==> config.mk <==
export PLATFORM = sky130hd
export DESIGN_NAME = data_pack_flat
export DESIGN_NICKNAME = d
export VERILOG_FILES = /design/src/rtl/data_pack_if.sv /design/src/rtl/data_pack.sv /design/src/flat_wrapper.sv
export SDC_FILE = /design/constraint.sdc
export NUM_CORES = 1
export LEC_CHECK = 0
export ABC_AREA = 1
export ABC_CLOCK_PERIOD_IN_PS = 4900
export BUFFER_PORTS_ARGS = -buffer_cell sky130_fd_sc_hd__buf_4
export CAP_MARGIN = 10
export CORE_UTILIZATION = 56
export CTS_CLUSTER_DIAMETER = 200
export DETAILED_ROUTE_END_ITERATION = 16
export PLACE_DENSITY = 0.76
export SLEW_MARGIN = 10
export SYNTH_ARGS = -nofsm -noshare
export SYNTH_HDL_FRONTEND = slang
export SYNTH_SLANG_ARGS = --single-unit
==> constraint.sdc <==
create_clock -name clk -period 4.9 [get_ports clk]
set_input_delay 0.735 -clock clk [delete_from_list [all_inputs] [get_ports clk]]
set_output_delay 0.735 -clock clk [all_outputs]
set_load 0.05 [all_outputs]
==> src/rtl/data_pack_if.sv <==
// -----------------------------------------------------------------------------
// data_pack_if
// Stream bundle around the 7-to-32 packer.
//
// Handshake: a value moves on the input side in any cycle where
// valid_in && ready_out; a word moves on the output side in any cycle where
// valid_out && ready_in. A holder of valid keeps its payload and valid stable
// until the transfer happens. ready may depend combinationally on the other
// side's valid/ready.
//
// Signals:
//   ready_out  packer -> source  room for an input value this cycle
//   valid_in   source -> packer  data_in/sop_in/eop_in are valid
//   data_in    source -> packer  IN_W-bit value, packed LSB-first
//   sop_in     source -> packer  first value of a packet
//   eop_in     source -> packer  last value of a packet
//   valid_out  packer -> sink    data_out/sop_out/eop_out hold a word
//   ready_in   sink -> packer    sink takes the word this cycle
//   data_out   packer -> sink    OUT_W-bit packed word
//   sop_out    packer -> sink    first word of a packet
//   eop_out    packer -> sink    last word of a packet
//   state_dbg  packer -> any     current FSM state, for observation only
//
// Modports: master = packer side, slave = the environment (source + sink).
// -----------------------------------------------------------------------------
interface data_pack_if #(
  parameter int IN_W  = 7,
  parameter int OUT_W = 32
);
  logic             ready_out;
  logic             valid_in;
  logic [IN_W-1:0]  data_in;
  logic             sop_in;
  logic             eop_in;
  logic             valid_out;
  logic             ready_in;
  logic [OUT_W-1:0] data_out;
  logic             sop_out;
  logic             eop_out;
  logic [1:0]       state_dbg;

  modport master (
    output ready_out, valid_out, data_out, sop_out, eop_out, state_dbg,
    input  valid_in, data_in, sop_in, eop_in, ready_in
  );

  modport slave (
    input  ready_out, valid_out, data_out, sop_out, eop_out, state_dbg,
    output valid_in, data_in, sop_in, eop_in, ready_in
  );
endinterface

==> src/rtl/data_pack.sv <==
// -----------------------------------------------------------------------------
// data_pack
// Packs a framed stream of IN_W-bit values LSB-first into OUT_W-bit words.
// The final word of a packet is zero-padded above the last valid bit. One
// registered output word; a word is presented the cycle after the value that
// completes it is accepted.
//
// Ports:
//   clk        clock, rising edge
//   rst        asynchronous reset, active low
//   bus        data_pack_if.master (input value stream, output word stream,
//              FSM state for observation)
//   proto_err  sticky framing error flag (only with DATA_PACK_PROTO_ERR_EN)
//
// Build option: define DATA_PACK_PROTO_ERR_EN to add proto_err, set the cycle
// after a non-sop value is accepted while idle or a sop value is accepted
// mid-packet. Framing behaviour does not change either way.
// -----------------------------------------------------------------------------
module data_pack #(
  parameter int IN_W  = 7,
  parameter int OUT_W = 32
) (
  input  logic clk,
  input  logic rst,
  data_pack_if.master bus
`ifdef DATA_PACK_PROTO_ERR_EN
  ,
  output logic proto_err
`endif
);

  localparam int ACC_W  = OUT_W + IN_W - 1;
  localparam int FILL_W = $clog2(OUT_W + IN_W);
  localparam logic [FILL_W-1:0] IN_WF  = FILL_W'(IN_W);
  localparam logic [FILL_W-1:0] OUT_WF = FILL_W'(OUT_W);

  typedef enum logic [1:0] {
    IDLE  = 2'd0,
    PACK  = 2'd1,
    FLUSH = 2'd2
  } state_t;

  state_t            state, state_n;
  logic [ACC_W-1:0]  acc, acc_n;
  logic [FILL_W-1:0] fill, fill_n;
  logic              first_word, first_n;

  logic              valid_q, sop_q, eop_q;
  logic [OUT_W-1:0]  data_q;

  // Combinational controls
  logic              ready;
  logic              slot_free;
  logic              do_pack;
  logic [ACC_W-1:0]  base_acc, acc_ins;
  logic [FILL_W-1:0] base_fill, sum_fill;
  logic              base_first;
  logic              load;
  logic [OUT_W-1:0]  ld_data;
  logic              ld_sop, ld_eop;

  assign slot_free = !valid_q || bus.ready_in;

  always_ff @(posedge clk or negedge rst) begin
    if (!rst) begin
      state      <= IDLE;
      acc        <= '0;
      fill       <= '0;
      first_word <= 1'b1;
    end else begin
      state      <= state_n;
      acc        <= acc_n;
      fill       <= fill_n;
      first_word <= first_n;
    end
  end

  always_comb begin
    state_n    = state;
    acc_n      = acc;
    fill_n     = fill;
    first_n    = first_word;
    ready      = 1'b0;
    do_pack    = 1'b0;
    base_acc   = acc;
    base_fill  = fill;
    base_first = first_word;
    acc_ins    = '0;
    sum_fill   = '0;
    load       = 1'b0;
    ld_data    = '0;
    ld_sop     = 1'b0;
    ld_eop     = 1'b0;

    case (state)
      IDLE: begin
        // Always ready; non-sop values are consumed and dropped. A sop value
        // starts from a clean accumulator regardless of leftovers.
        ready      = 1'b1;
        do_pack    = bus.valid_in && bus.sop_in;
        base_acc   = '0;
        base_fill  = '0;
        base_first = 1'b1;
      end
      PACK: begin
        // Only a value that completes a word needs the output slot.
        ready   = ((fill + IN_WF) < OUT_WF) || slot_free;
        do_pack = bus.valid_in && ready;
      end
      FLUSH: begin
        ready = 1'b0;
        if (slot_free) begin
          // Bits above fill-1 are already zero: acc is cleared on entry to a
          // packet and zero-filled by every right shift.
          load    = 1'b1;
          ld_data = acc[OUT_W-1:0];
          ld_sop  = first_word;
          ld_eop  = 1'b1;
          acc_n   = '0;
          fill_n  = '0;
          first_n = 1'b0;
          state_n = IDLE;
        end
      end
      default: begin
        state_n = IDLE;
      end
    endcase

    if (do_pack) begin
      acc_ins                  = base_acc;
      acc_ins[base_fill +: IN_W] = bus.data_in;
      sum_fill                 = base_fill + IN_WF;
      if (sum_fill >= OUT_WF) begin
        load    = 1'b1;
        ld_data = acc_ins[OUT_W-1:0];
        ld_sop  = base_first;
        // eop rides on this word only if nothing is left over for a flush.
        ld_eop  = bus.eop_in && (sum_fill == OUT_WF);
        acc_n   = acc_ins >> OUT_W;
        fill_n  = sum_fill - OUT_WF;
        first_n = 1'b0;
      end else begin
        acc_n   = acc_ins;
        fill_n  = sum_fill;
        first_n = base_first;
      end
      if (bus.eop_in) begin
        state_n = (fill_n != '0) ? FLUSH : IDLE;
      end else begin
        state_n = PACK;
      end
    end
  end

  // Output slot: reload wins over drain, so back-to-back words never bubble.
  always_ff @(posedge clk or negedge rst) begin
    if (!rst) begin
      valid_q <= 1'b0;
      data_q  <= '0;
      sop_q   <= 1'b0;
      eop_q   <= 1'b0;
    end else if (load) begin
      valid_q <= 1'b1;
      data_q  <= ld_data;
      sop_q   <= ld_sop;
      eop_q   <= ld_eop;
    end else if (bus.ready_in) begin
      valid_q <= 1'b0;
    end
  end

  assign bus.ready_out = ready;
  assign bus.valid_out = valid_q;
  assign bus.data_out  = data_q;
  assign bus.sop_out   = sop_q;
  assign bus.eop_out   = eop_q;
  assign bus.state_dbg = state;

`ifdef DATA_PACK_PROTO_ERR_EN
  logic err_set;
  assign err_set = bus.valid_in && ready &&
                   (((state == IDLE) && !bus.sop_in) ||
                    ((state == PACK) &&  bus.sop_in));

  always_ff @(posedge clk or negedge rst) begin
    if (!rst) begin
      proto_err <= 1'b0;
    end else if (err_set) begin
      proto_err <= 1'b1;
    end
  end
`endif

endmodule

==> src/flat_wrapper.sv <==
// flat-port wrapper written by rule: the top's interface ports become plain ports
module data_pack_flat 
#(
  parameter int IN_W  = 7,
  parameter int OUT_W = 32
)
  (clk, rst, bus_ready_out, bus_valid_out, bus_data_out, bus_sop_out, bus_eop_out, bus_state_dbg, bus_valid_in, bus_data_in, bus_sop_in, bus_eop_in, bus_ready_in);
  data_pack_if #(.IN_W(IN_W), .OUT_W(OUT_W)) bus_i ();
  input  logic clk;
  input  logic rst;
  output wire logic [$bits(bus_i.ready_out)-1:0] bus_ready_out;
  output wire logic [$bits(bus_i.valid_out)-1:0] bus_valid_out;
  output wire logic [$bits(bus_i.data_out)-1:0] bus_data_out;
  output wire logic [$bits(bus_i.sop_out)-1:0] bus_sop_out;
  output wire logic [$bits(bus_i.eop_out)-1:0] bus_eop_out;
  output wire logic [$bits(bus_i.state_dbg)-1:0] bus_state_dbg;
  input wire logic [$bits(bus_i.valid_in)-1:0] bus_valid_in;
  input wire logic [$bits(bus_i.data_in)-1:0] bus_data_in;
  input wire logic [$bits(bus_i.sop_in)-1:0] bus_sop_in;
  input wire logic [$bits(bus_i.eop_in)-1:0] bus_eop_in;
  input wire logic [$bits(bus_i.ready_in)-1:0] bus_ready_in;
  assign bus_ready_out = bus_i.ready_out;
  assign bus_valid_out = bus_i.valid_out;
  assign bus_data_out = bus_i.data_out;
  assign bus_sop_out = bus_i.sop_out;
  assign bus_eop_out = bus_i.eop_out;
  assign bus_state_dbg = bus_i.state_dbg;
  assign bus_i.valid_in = bus_valid_in;
  assign bus_i.data_in = bus_data_in;
  assign bus_i.sop_in = bus_sop_in;
  assign bus_i.eop_in = bus_eop_in;
  assign bus_i.ready_in = bus_ready_in;
  data_pack #(.IN_W(IN_W), .OUT_W(OUT_W)) u_core (.clk(clk), .rst(rst), .bus(bus_i));
endmodule
# After elaboration in Yosys (flattened, before gate mapping)
# Cells that the tools add are included.
dict set report word_totals {
  mem_bits_ro 0
  elab_cells 75
  latchBits 0
  mem_bits_rw 0
  inputBits 13
  output_inout_bits 38
  register_bits 82
  mem_count 0
}
dict set report classes {
  shift 2
  mux 40
  add_sub_neg 4
  n_reduce_logical 14
  n_div 0
  n_mul 0
  n_eq_ne 5
  n_bitwise 0
  magnitude_cmp 2
}
# op n
set op_table {}
lappend op_table {{$mux 38} 5}
lappend op_table {{$mux 32} 4}
lappend op_table {{$bwmux 38} 1}
lappend op_table {{$shift 7x8->38 const A} 1}
lappend op_table {{$shiftx 7x8->38} 1}
lappend op_table {{$mux 6} 6}
lappend op_table {{$mux 1} 17}
lappend op_table {{$add 6x3->6 const B} 2}
lappend op_table {{$mux 2} 4}
lappend op_table {{$neg 6->8} 1}
lappend op_table {{$eq 6x6->1 const B} 1}
lappend op_table {{$ge 6x6->1 const B} 1}
lappend op_table {{$lt 6x6->1 const B} 1}
lappend op_table {{$reduce_bool 2->1} 3}
lappend op_table {{$reduce_bool 6->1} 1}
lappend op_table {{$sub 6x6->6 const B} 1}
lappend op_table {{$pmux 1 s2} 2}
lappend op_table {{$pmux 2 s2} 1}
lappend op_table {{$reduce_and 2->1} 2}
lappend op_table {{$logic_and 1x1->1} 3}
lappend op_table {{$ne 3x1->1 const B} 1}
lappend op_table {{$eq 2x1->1 const B} 1}
lappend op_table {{$eq 2x2->1 const B} 1}
lappend op_table {{$logic_not 2->1} 1}
lappend op_table {{other kinds (4)} 5}

# Depth between registers and ports, before layout
# Gate-level depths: netlist of run 1.
dict set report depth {
  depth_word 10
  depth_mapped 20
  depth_no_buf 18
}

# Least setup slack after synthesis of run 1
# Ideal clock, no wire load.
dict set report synth_timing {
  path_kind {register -> register}
  startpoint {register u_core.state[1] (netlist: u_core.bus.state_dbg[1])}
  endpoint {register u_core.acc[0]}
  path_stages_with_launch 15
  required_ns 4.776
  setup_ns 0.124
  slack_ns 1.653
  period_less_slack_ns 3.247
  n_path_buf 4
  arrival_ns 3.123
  path_cell_list {dfrtp_1 inv_2 nand2_2 buf_6 clkbuf_1 nand2_1 ha_1 inv_1 ha_1 clkbuf_1 buf_2 mux2i_2 nand2_1 nand3_1 nand3_1}
}
dict set report synth_via {
  elab_chain_cells 7
  elab_cells_between_ends 17
  classes_between {2 x add/sub; 1 x order compare; 2 x eq/ne; 2 x shift; 6 x mux; 4 x reduce/logical}
}
# item line
set synth_lines {}
lappend synth_lines {{start: declaration} data_pack.sv:43} ;# state_t state, state_n;
lappend synth_lines {{start signal: assignment} data_pack.sv:71} ;# state <= state_n;
lappend synth_lines {{$logic_not 2->1} data_pack.sv:95} ;# case (state)
lappend synth_lines {{$mux 6} data_pack.sv:95}
lappend synth_lines {{$neg 6->8} data_pack.sv:132} ;# acc_ins[base_fill +: IN_W] = bus.data_in;
lappend synth_lines {{$shiftx 7x8->38 / $shift 7x8->38 (equally long branches)} data_pack.sv:132}
lappend synth_lines {{$bwmux 38} data_pack.sv:132}
lappend synth_lines {{$mux 38} data_pack.sv:134} ;# if (sum_fill >= OUT_WF) begin
lappend synth_lines {{$mux 38} data_pack.sv:130} ;# if (do_pack) begin
lappend synth_lines {{end signal: assignment} data_pack.sv:72} ;# acc <= acc_n;
lappend synth_lines {{end: declaration} data_pack.sv:44} ;# logic [ACC_W-1:0] acc, acc_n;
# Parallel ways exist; a longest one is shown, timed or not.
# A chain may end at the register's enable or synchronous reset.

# Worst setup path in the final report of run 1
dict set report layout_timing {
  startpoint {register u_core.state[1] (netlist: u_core.bus.state_dbg[1])}
  endpoint {register u_core.data_q[5] (netlist: u_core.bus.data_out[5])}
}
dict set report layout_via {
  elab_chain_cells 7
  elab_cells_between_ends 18
  classes_between {2 x add/sub; 1 x order compare; 2 x eq/ne; 2 x shift; 10 x mux; 1 x reduce/logical}
}
# item line
set layout_lines {}
lappend layout_lines {{$logic_not 2->1} data_pack.sv:95}
lappend layout_lines {{$mux 6} data_pack.sv:95}
lappend layout_lines {{$neg 6->8} data_pack.sv:132}
lappend layout_lines {{$shiftx 7x8->38 / $shift 7x8->38 (equally long branches)} data_pack.sv:132}
lappend layout_lines {{$bwmux 38} data_pack.sv:132}
lappend layout_lines {{$mux 32} data_pack.sv:134}
lappend layout_lines {{$mux 32} data_pack.sv:130}
lappend layout_lines {{end signal: assignment} data_pack.sv:165} ;# data_q <= ld_data;
lappend layout_lines {{end: declaration} data_pack.sv:49} ;# logic [OUT_W-1:0] data_q;
# Parallel ways exist; a longest one is shown, timed or not.

==> flow_summary.yaml, run 1 <==
logic_synthesis:
  syn_inst: 861
  ys.flop_type: "dfrtp_1"
  synth_edf_count: 0
  yosysMostFrequentCell: "nand2_1"
  syn-num-nets: 878
  yosysUniqueCellTypes: 41
  synth.top_cell.area_share_pct: 35.2
  synthTopCellsByCount: "nand2_1, nand3_1, dfrtp_1, nor2_1, inv_1"
  yosys_warnings: 0
  avgSynthCellArea_um2: 6.69
  yosysTopAreaCell: "dfrtp_1"
  synth_area_leaders: "dfrtp_1, nand2_1, nand3_1, nor2_1, inv_1"
  yosysSeqAreaShare_pct: 35.6
  async_flop_share_pct: 100
  ys_seq_elements: 82
  syn_area_um2: 5760
global_routing:
  met1_usage_pct: 49.7
  grt.busiest_layer: "met2"
  grt.overflow.total: 0
  gr-usage-met2_pct: 55.4
  grt_pass1_vias: 5440
  grt_pass1_wl_um: 28700
  grt_antenna_before_repair: 0
  grt_max_degree: 62
  grtUsageMet3_pct: 7.06
  grt_use_total_pct: 36.1
setup_path:
  cp_max_fo: 23
  end_kind: "flip-flop"
  arrival_ns: 3.91
  crit_type: "reg2reg"
  startpoint_type: "flip-flop"
  rr_startpoint: "u_core.bus.state_dbg[1]$_DFFE_PN0P_"
  required_ns: 5.14
  rr_endpoint: "u_core.bus.data_out[5]$_DFFE_PN0P_"
  regToRegSetupSlack_ns: 1.23
  reg2reg_depth: 13
  crit_path_start: "u_core.bus.state_dbg[1]$_DFFE_PN0P_"
  worstSetupEndpoint: "u_core.bus.data_out[5]$_DFFE_PN0P_"
clock_network:
  clock-root-buffer: "clkbuf_8"
  cts_sinks: 82
  cts_max_path_buffers: 2
  clk_latency_ns: 0.36
  cts_made_buffers: 9
  ctsHoldBuffers: 0
  h-tree-depth: 3
  cts_tree: "yes"
  clk_pin_slew_ns: 0.08
  post_cts_buffers: 0
  post_cts_resize_count: 0
timing:
  rsz0062_at_grt: "false"
  finClkSkew_ns: 0.00673
  fmax_mhz: 273
  slew_headroom_pct: 25.2
  final-setup-viol-count: 0
  drv_slew: 0
  hold_viol: 0
  period_minus_slack_ns: 3.67
  tightest_slew_ns: 1.12
  setup-tns-final_ns: 0
  period_share_pct: 74.9
floorplan:
  die_w_um: 103
  num_rows: 36
  io_pins: 51
  die_h_um: 103
  start_util_pct: 58.4
  dieArea_um2: 10700
  core_region_area_um2: 9860
status:
  outcome: "complete, no violations"
route:
  vias: 6023
  drtIter0Drc: 403
  finalWirelength_um: 18300
  ant_nets: 0
  wl_per_cell_um: 17.8
  dr.pass1.iters: 5
  via_per_inst: 5.86
  route.detailed.drc: 0
layout:
  drive_gt1_share_pct: 16.0
  synthToLayoutAreaGrowth_pct: 9.34
  nets: 906
  postLayoutCellArea_um2: 6300
  diodes: 0
power_and_ir_drop:
  peakVddDrop_mv: 0.251
  p_leak_uw: 0.00325
  cellPowerDensity_nw_per_um2: 476
run:
  cap_violations: 0
place:
  gp_congestion: 1.04
  postPlaceCellArea_um2: 6110
  io_buffer_count: 50
  dp_hpwl_um: 13000
min_path:
  hp-class: "in2async"
==> area by class of cell <==
| cell class | instances | area, um^2 |
|---|---|---|
| fill | 894 | 3560 |
| timing repair buffer | 57 | 428 |
| tap | 133 | 166 |
| inverter | 67 | 256 |
| multi-input combinational | 672 | 3200 |
| sequential | 82 | 2050 |
| clock buffer | 13 | 169 |
| clock inverter | 3 | 22.5 |
==> cells by family (layout without fill, tap and decap cells) <==
group | count (synthesis) | in the layout | synth area share (%)
DFF | 82 | 82 | 35.6
buffers and inverters | 107 | 140 | 8.75
muxes | 1 | 1 | 0.239
and+or+nand+nor | 548 | 548 | 41.4
xor gates and xnor gates | 1 | 1 | 0.152
adders and majority gates | 4 | 4 | 0.869
AOI/OAI and AO/OA | 118 | 118 | 13.0
==> report_power, final <==
group | total (uW) | leakage, uW | internal, uW | switching [uW]
Clock | 476 | 0.0000879 | 226 | 250
Sequential | 881 | 0.00110 | 795 | 86.1
Combinational | 1640 | 0.00206 | 420 | 1220
==> critical path, stage by stage (launching register included) <==
cell	delay (ns)
dfrtp_1	0.45
inv_2	0.10
nand2_2	0.31
nand2_4	0.30
ha_1	0.28
inv_1	0.08
ha_1	0.75
inv_2	0.31
o211ai_1	0.33
nor2_1	0.11
a21oi_1	0.19
o21ai_0	0.13
nand3_1	0.11
nand3_1	0.09
==> metal layers <==
metal	share of wire, %	vias to the layer above	wire [um]
met5	0	-	0
met4	3.2	0	593
met3	8.2	42	1490
met2	45	280	8160
met1	44	2866	8040
li1	-	2835	-
==> worst min-delay path by stage <==
stage	start	to	cells past startpoint	slack, ns
global placement	u_core.acc[37]$_DFFE_PN0P_	u_core.acc[37]$_DFFE_PN0P_	2	0.46
global route	rst	u_core.bus.sop_out$_DFFE_PN0P_	1	0.27
floorplan	rst	u_core.acc[0]$_DFFE_PN0P_	0	0.44
finish	rst	u_core.bus.sop_out$_DFFE_PN0P_	1	0.27
CTS	rst	u_core.bus.sop_out$_DFFE_PN0P_	1	0.27
detailed placement	u_core.acc[22]$_DFFE_PN0P_	u_core.acc[22]$_DFFE_PN0P_	2	0.47
==> registers in the layout (all words and copies together) (netlist names) <==
register / count
u_core.bus.eop_out: 1
u_core.bus.valid_out: 1
u_core.acc: 38
u_core.first_word: 1
u_core.fill: 6
u_core.bus.state_dbg: 2
u_core.bus.data_out: 32
u_core.bus.sop_out: 1
==> stage by stage <==
step | util [%] | total power (uW) | hold slack (ns) | setup slack, ns | instances
after floorplan | - | 2070 | 0.439 | 1.65 | 861
after global placement | 61.9 | 2470 | 0.462 | 1.41 | 1011
after detailed placement | 61.9 | 2490 | 0.465 | 1.29 | 1011
after CTS | 63.9 | 2970 | 0.270 | 1.29 | 1027
after global routing | 63.9 | 3180 | 0.272 | 0.880 | 1027
final | 63.9 | 3000 | 0.267 | 1.23 | 1027
==> layout by cell type (no fill, tap or decap), drive strengths merged <==
| cell type | count |
|---|---|
| nand2 | 362 |
| nand3 | 87 |
| dfrtp | 81 |
| nor2 | 80 |
| inv | 67 |
| buf | 57 |
| o21ai | 57 |
| a21oi | 23 |
| o211ai | 21 |
| clkbuf | 13 |
| nand4 | 12 |
| a21boi | 8 |
| or2 | 4 |
| ha | 4 |
| o22ai | 4 |
| clkinvlp | 3 |
| a31oi | 3 |
| nor3 | 2 |
| a22oi | 1 |
| mux2i | 1 |
| xor2 | 1 |
| o31ai | 1 |
| nand3b | 1 |
| dfstp | 1 |
(Power assumes the default switching activity.)
==> run 2, diff against run 1 <==
- ABC_CLOCK_PERIOD_IN_PS: 4900 -> 3700
- clock period: 4.9 -> 3.7 ns (I/O delays scaled with it)
==> flow_summary.yaml, run 2 (synthesized netlist as in run 1, its figures left out) <==
layout:
  most-common-layout-cells: "nand2_1, nand3_1, dfrtp_1, nor2_1, buf_4"
  diodes: 0
  largest-register: "u_core.acc"
  layout_commonest_cell: "nand2_1"
  postLayoutCellArea_um2: 6340
  multi_input_area_um2: 3200
  largest_reg_flops: 38
  ff_latch_area_um2: 2050
  drive_gt1_share_pct: 16.1
  synthToLayoutAreaGrowth_pct: 10.1
  nets: 908
  nFillCells: 902
setup_path:
  required_ns: 4.01
  rr_startpoint: "u_core.bus.state_dbg[1]$_DFFE_PN0P_"
  crit_path_start: "u_core.bus.state_dbg[1]$_DFFE_PN0P_"
  arrival_ns: 3.35
  crit_type: "reg2reg"
  startpoint_type: "flip-flop"
  cp_max_fo: 16
  end_kind: "flip-flop"
global_routing:
  grt_pass1_vias: 5640
  grt_use_total_pct: 36.5
  grt_pass1_wl_um: 29200
  grt_antenna_before_repair: 0
  grt_max_degree: 83
  grt.overflow.total: 0
place:
  io_buffer_count: 50
  postPlaceCellArea_um2: 6120
  dp_hpwl_um: 13300
  gp_congestion: 1.00
timing:
  finClkSkew_ns: 0.00904
  final-setup-viol-count: 0
  rsz0062_at_grt: "false"
  drv_slew: 0
  fmax_mhz: 330
  hold_viol: 0
  slew_headroom_pct: 29.0
  period_minus_slack_ns: 3.03
  period_share_pct: 82.0
  setup-tns-final_ns: 0
  tightest_slew_ns: 1.06
route:
  finalWirelength_um: 18400
  drtIter0Drc: 666
  wl_per_cell_um: 17.9
  via_per_inst: 5.95
  dr.pass1.iters: 5
  ant_nets: 0
  vias: 6121
  route.detailed.drc: 0
floorplan:
  num_rows: 36
  dieArea_um2: 10700
  die_h_um: 103
  start_util_pct: 58.4
  core_region_area_um2: 9860
  die_w_um: 103
  io_pins: 51
clock_network:
  h-tree-depth: 3
  post_cts_buffers: 0
  cts_sinks: 82
  cts_tree: "yes"
  clk_pin_slew_ns: 0.08
  post_cts_resize_count: 0
  cts_made_buffers: 9
  ctsHoldBuffers: 0
  clk_latency_ns: 0.37
  clock-root-buffer: "clkbuf_8"
  cts_max_path_buffers: 2
status:
  outcome: "complete, no violations"
run:
  cap_violations: 0
min_path:
  hp-class: "in2async"
power_and_ir_drop:
  cellPowerDensity_nw_per_um2: 646
  p_leak_uw: 0.00328
  peakVddDrop_mv: 0.381
[run 2: cell count changes in the layout (fill, tap and decap cells not counted), sizes merged]
cell and change:
buf +2, bufinv +2, clkbuf -1, clkinvlp -1
[run 2: worst paths after layout]
check / end / slack (ns) / depth (start not counted)
max in group asynchronous: u_core.acc[32]$_DFFE_PN0P_ / 2.65 / 1
min in group clk: u_core.bus.state_dbg[0]$_DFFE_PN0P_ / 0.40 / 2
worst min-delay path: u_core.bus.sop_out$_DFFE_PN0P_ / 0.35 / 1
worst max register to register: u_core.bus.eop_out$_DFFE_PN0P_ / 0.67 / 16
worst min register to register: u_core.acc[28]$_DFFE_PN0P_ / 0.49 / 2
worst max-delay path: u_core.bus.eop_out$_DFFE_PN0P_ / 0.67 / 16
[run 2: power breakdown]
group / switching (uW) / leakage [uW] / internal (uW)
registers: 123 / 0.00110 / 1050
logic: 1620 / 0.00207 / 560
clock network: 347 / 0.000103 / 399
[run 2: worst max-delay path, cell delays in order (launching register included)]
cell     delay [ns]
dfrtp_1        0.46
inv_2          0.09
nand2_2        0.14
nand2_4        0.21
ha_1           0.29
inv_1          0.09
ha_1           0.29
buf_4          0.20
inv_2          0.27
nand2_1        0.12
inv_1          0.19
nand2_1        0.12
nor2_1         0.15
a21oi_1        0.11
nand2_1        0.08
o21ai_0        0.10
inv_1          0.07
[run 2: routing by layer]
layer / wire length (um) / track usage [%] / up-vias
met1: 7910 / 49.9 / 2883
met5: 0 / 0 / -
met2: 8200 / 56.4 / 344
met4: 716 / 16.5 / 0
li1: - / - / 2837
met3: 1590 / 6.25 / 57
[run 2: area by class of cell]
cell class,count,area share (%)
repair buffers,59,6.98
flip-flops and latches,82,32.4
inverters,67,4.04
clock buffers,12,2.29
clock inverters,4,1.18
well taps,133,2.62
multi-input cells,672,50.5
[run 2: per-stage QoR]
stage / hold slack [ns] / worst slack (ns) / std cells / utilization [%] / total power, uW
after floorplan: 0.259 / 0.453 / 861 / - / 2740
after global placement: 0.464 / 0.841 / 1013 / 62.1 / 3290
after detailed placement: 0.465 / 0.771 / 1013 / 62.1 / 3310
after CTS: 0.389 / 0.752 / 1029 / 64.3 / 4050
after global routing: 0.421 / 0.360 / 1029 / 64.3 / 4320
final: 0.346 / 0.665 / 1029 / 64.3 / 4100
==> run 3, diff against run 2 <==
- ABC_AREA: 1 -> 0
- ABC_CLOCK_PERIOD_IN_PS: 3700 -> 2600
- CORE_UTILIZATION: 56 -> 55
- PLACE_DENSITY: 0.76 -> 0.77
- clock period: 3.7 -> 2.6 ns (I/O delays scaled with it)
==> flow_summary.yaml, run 3 <==
layout:
  drive_gt1_share_pct: 44.8
  final_cells: 1013
  largest-register: "u_core.acc"
  diodes: 0
  most-common-layout-cells: "buf_4, nand2_1, dfrtp_1, o21ai_1"
  synthToLayoutAreaGrowth_pct: 47.5
  largest_reg_flops: 38
  nets: 889
  layout_commonest_cell: "buf_4"
  postLayoutCellArea_um2: 8790
route:
  via_per_inst: 7.18
  wl_per_cell_um: 25.0
  ant_nets: 0
  route.detailed.drc: 0
  drtIter0Drc: 932
  finalWirelength_um: 25300
  vias: 7275
  dr.pass1.iters: 9
floorplan:
  num_rows: 37
  core_region_area_um2: 10400
  io_pins: 51
  dieArea_um2: 11300
  start_util_pct: 57.2
  die_h_um: 106
  die_w_um: 106
logic_synthesis:
  yosysMostFrequentCell: "nand2_1"
  synth_edf_count: 0
  synthSimpleGateAreaFrac_pct: 21.5
  syn_inst: 707
  synth_compound_area_share_pct: 31.1
  syn_area_um2: 5960
  async_flop_share_pct: 100
  syn-num-nets: 724
  synth.top_cell.area_share_pct: 34.0
  synth_top_family_by_area: "compound AO/OA/AOI/OAI gates"
  synthMuxAreaShare_pct: 5.75
  avgSynthCellArea_um2: 8.43
  yosysUniqueCellTypes: 89
  yosys.area_share.adder_pct: 0.840
  synth_area_leaders: "dfrtp_1, nand2_1, o21ai_0, o211ai_1, a21oi_1"
  ys_seq_elements: 82
  yosysSeqAreaShare_pct: 34.5
  synthTopCellsByCount: "nand2_1, dfrtp_1, o21ai_0, nor2_1, a21oi_1"
  yosysTopAreaCell: "dfrtp_1"
  ys.flop_type: "dfrtp_1"
  synth_xor_xnor_area_share_pct: 0.441
  yosys_warnings: 0
setup_path:
  regToRegSetupSlack_ns: -0.20
  end_kind: "flip-flop"
  rr_startpoint: "u_core.bus.state_dbg[1]$_DFFE_PN0P_"
  crit_type: "reg2reg"
  startpoint_type: "flip-flop"
  arrival_ns: 3.11
  reg2reg_depth: 15
  rr_endpoint: "u_core.acc[21]$_DFFE_PN0P_"
  cp_max_fo: 5
  required_ns: 2.91
timing:
  slew_headroom_pct: 57.1
  finClkSkew_ns: 0.0148
  holdWs_ns: 0.0176
  period_minus_slack_ns: 2.80
  drv_slew: 0
  setup-tns-final_ns: -5.15
  period_share_pct: 108
  hold_viol: 0
  final-setup-viol-count: 58
  tightest_slew_ns: 0.644
  rsz0062_at_grt: "true"
  fmax_mhz: 357
  layout_setup_ws_ns: -0.204
place:
  postPlaceCellArea_um2: 7450
  placedCellCount: 962
  dp_hpwl_um: 16800
  io_buffer_count: 50
  gp_congestion: 0.975
min_path:
  hp-class: "in2async"
clock_network:
  clk_latency_ns: 0.37
  clock-root-buffer: "clkbuf_8"
  clk_pin_slew_ns: 0.09
  cts_made_buffers: 9
  cts_tree: "yes"
  cts_sinks: 82
  ctsHoldBuffers: 0
  cts_max_path_buffers: 2
  h-tree-depth: 3
global_routing:
  grt_antenna_before_repair: 0
  grt.overflow.total: 0
  grt_pass1_wl_um: 36800
  grt_use_total_pct: 42.8
  grt_max_degree: 46
  grt_pass1_vias: 6839
power_and_ir_drop:
  fin_total_pwr_uw: 7000
  p_leak_uw: 0.00366
  peakVddDrop_mv: 0.518
  cellPowerDensity_nw_per_um2: 797
status:
  failed_checks: "negative setup slack"
  outcome: "finished with violations"
run:
  cap_violations: 0
-- run 3: cell count changes after synthesis, sizes merged, moves of 17 or more --
cell	delta
nand2	-250
nand3	-63
inv	-53
nor2	-46
a31oi	+22
clkbuf	+20
and3	+17
-- run 3: layer usage --
metal	wire length, um	GRT usage, %	vias to the layer above
met5	0	0	-
li1	-	-	3002
met2	11200	67.2	624
met4	1730	22.5	0
met3	2930	9.38	177
met1	9430	55.3	3472
-- run 3: final cells by class --
cell class / count / area [um^2]
multi-input combinational: 551 / 4390
sequential: 82 / 2060
timing repair buffer: 213 / 1880
fill: 583 / 1630
tap: 136 / 170
clock buffer: 9 / 124
clock inverter: 7 / 101
inverter: 15 / 67.6
-- run 3: metrics by stage --
step	worst slack, ns	utilization, %
after CTS	-0.104	78.2
after floorplan	-0.852	-
after detailed placement	-0.183	71.5
final	-0.204	84.4
after global placement	-0.183	71.5
after global routing	-0.306	84.4
-- run 3: worst max-delay path by stage --
stage	startpoint	depth (start not counted)	endpoint	slack, ns
floorplan	u_core.bus.state_dbg[1]$_DFFE_PN0P_	18	u_core.acc[29]$_DFFE_PN0P_	-0.85
global placement	u_core.bus.state_dbg[0]$_DFFE_PN0P_	12	u_core.acc[5]$_DFFE_PN0P_	-0.18
detailed placement	u_core.bus.state_dbg[1]$_DFFE_PN0P_	12	u_core.acc[37]$_DFFE_PN0P_	-0.18
finish	u_core.bus.state_dbg[1]$_DFFE_PN0P_	15	u_core.acc[21]$_DFFE_PN0P_	-0.20
CTS	u_core.bus.state_dbg[0]$_DFFE_PN0P_	11	u_core.bus.data_out[18]$_DFFE_PN0P_	-0.10
global route	u_core.bus.state_dbg[0]$_DFFE_PN0P_	15	u_core.acc[16]$_DFFE_PN0P_	-0.31
-- run 3: power breakdown --
part	switching [uW]	internal (uW)	total, uW
clock network	541	551	1090
logic	2540	1810	4360
registers	126	1420	1550
total	3210	3790	7000
-- run 3: cells by family (layout without fill, tap and decap cells) --
| logic type | Yosys count | in the layout |
|---|---|---|
| flip-flops | 82 | 82 |
| adder cells (fa/ha/maj) | 4 | 4 |
| buffers and inverters | 74 | 244 |
| AO/OA/AOI/OAI | 257 | 257 |
| AND/OR/NAND/NOR | 259 | 259 |
| XOR/XNOR | 3 | 3 |
| multiplexers | 28 | 28 |
-- run 3: what timing repair did --
action	CTS	global route
setup endpoints to repair	59	69
resized for setup	65	129
buffers inserted	22	16
pin swaps	39	46
-- run 3: worst max-delay path, cell delays in order (launching register included) --
cell and delay (ns):
dfrtp_2 0.43, buf_4 0.16, o21ai_4 0.15, ha_4 0.18
buf_6 0.10, clkinvlp_4 0.10, ha_4 0.27, buf_12 0.14
inv_8 0.06, buf_6 0.13, a31oi_1 0.07, a22o_1 0.27
buf_6 0.15, o32ai_4 0.24, nand4_1 0.18, nand3_1 0.11
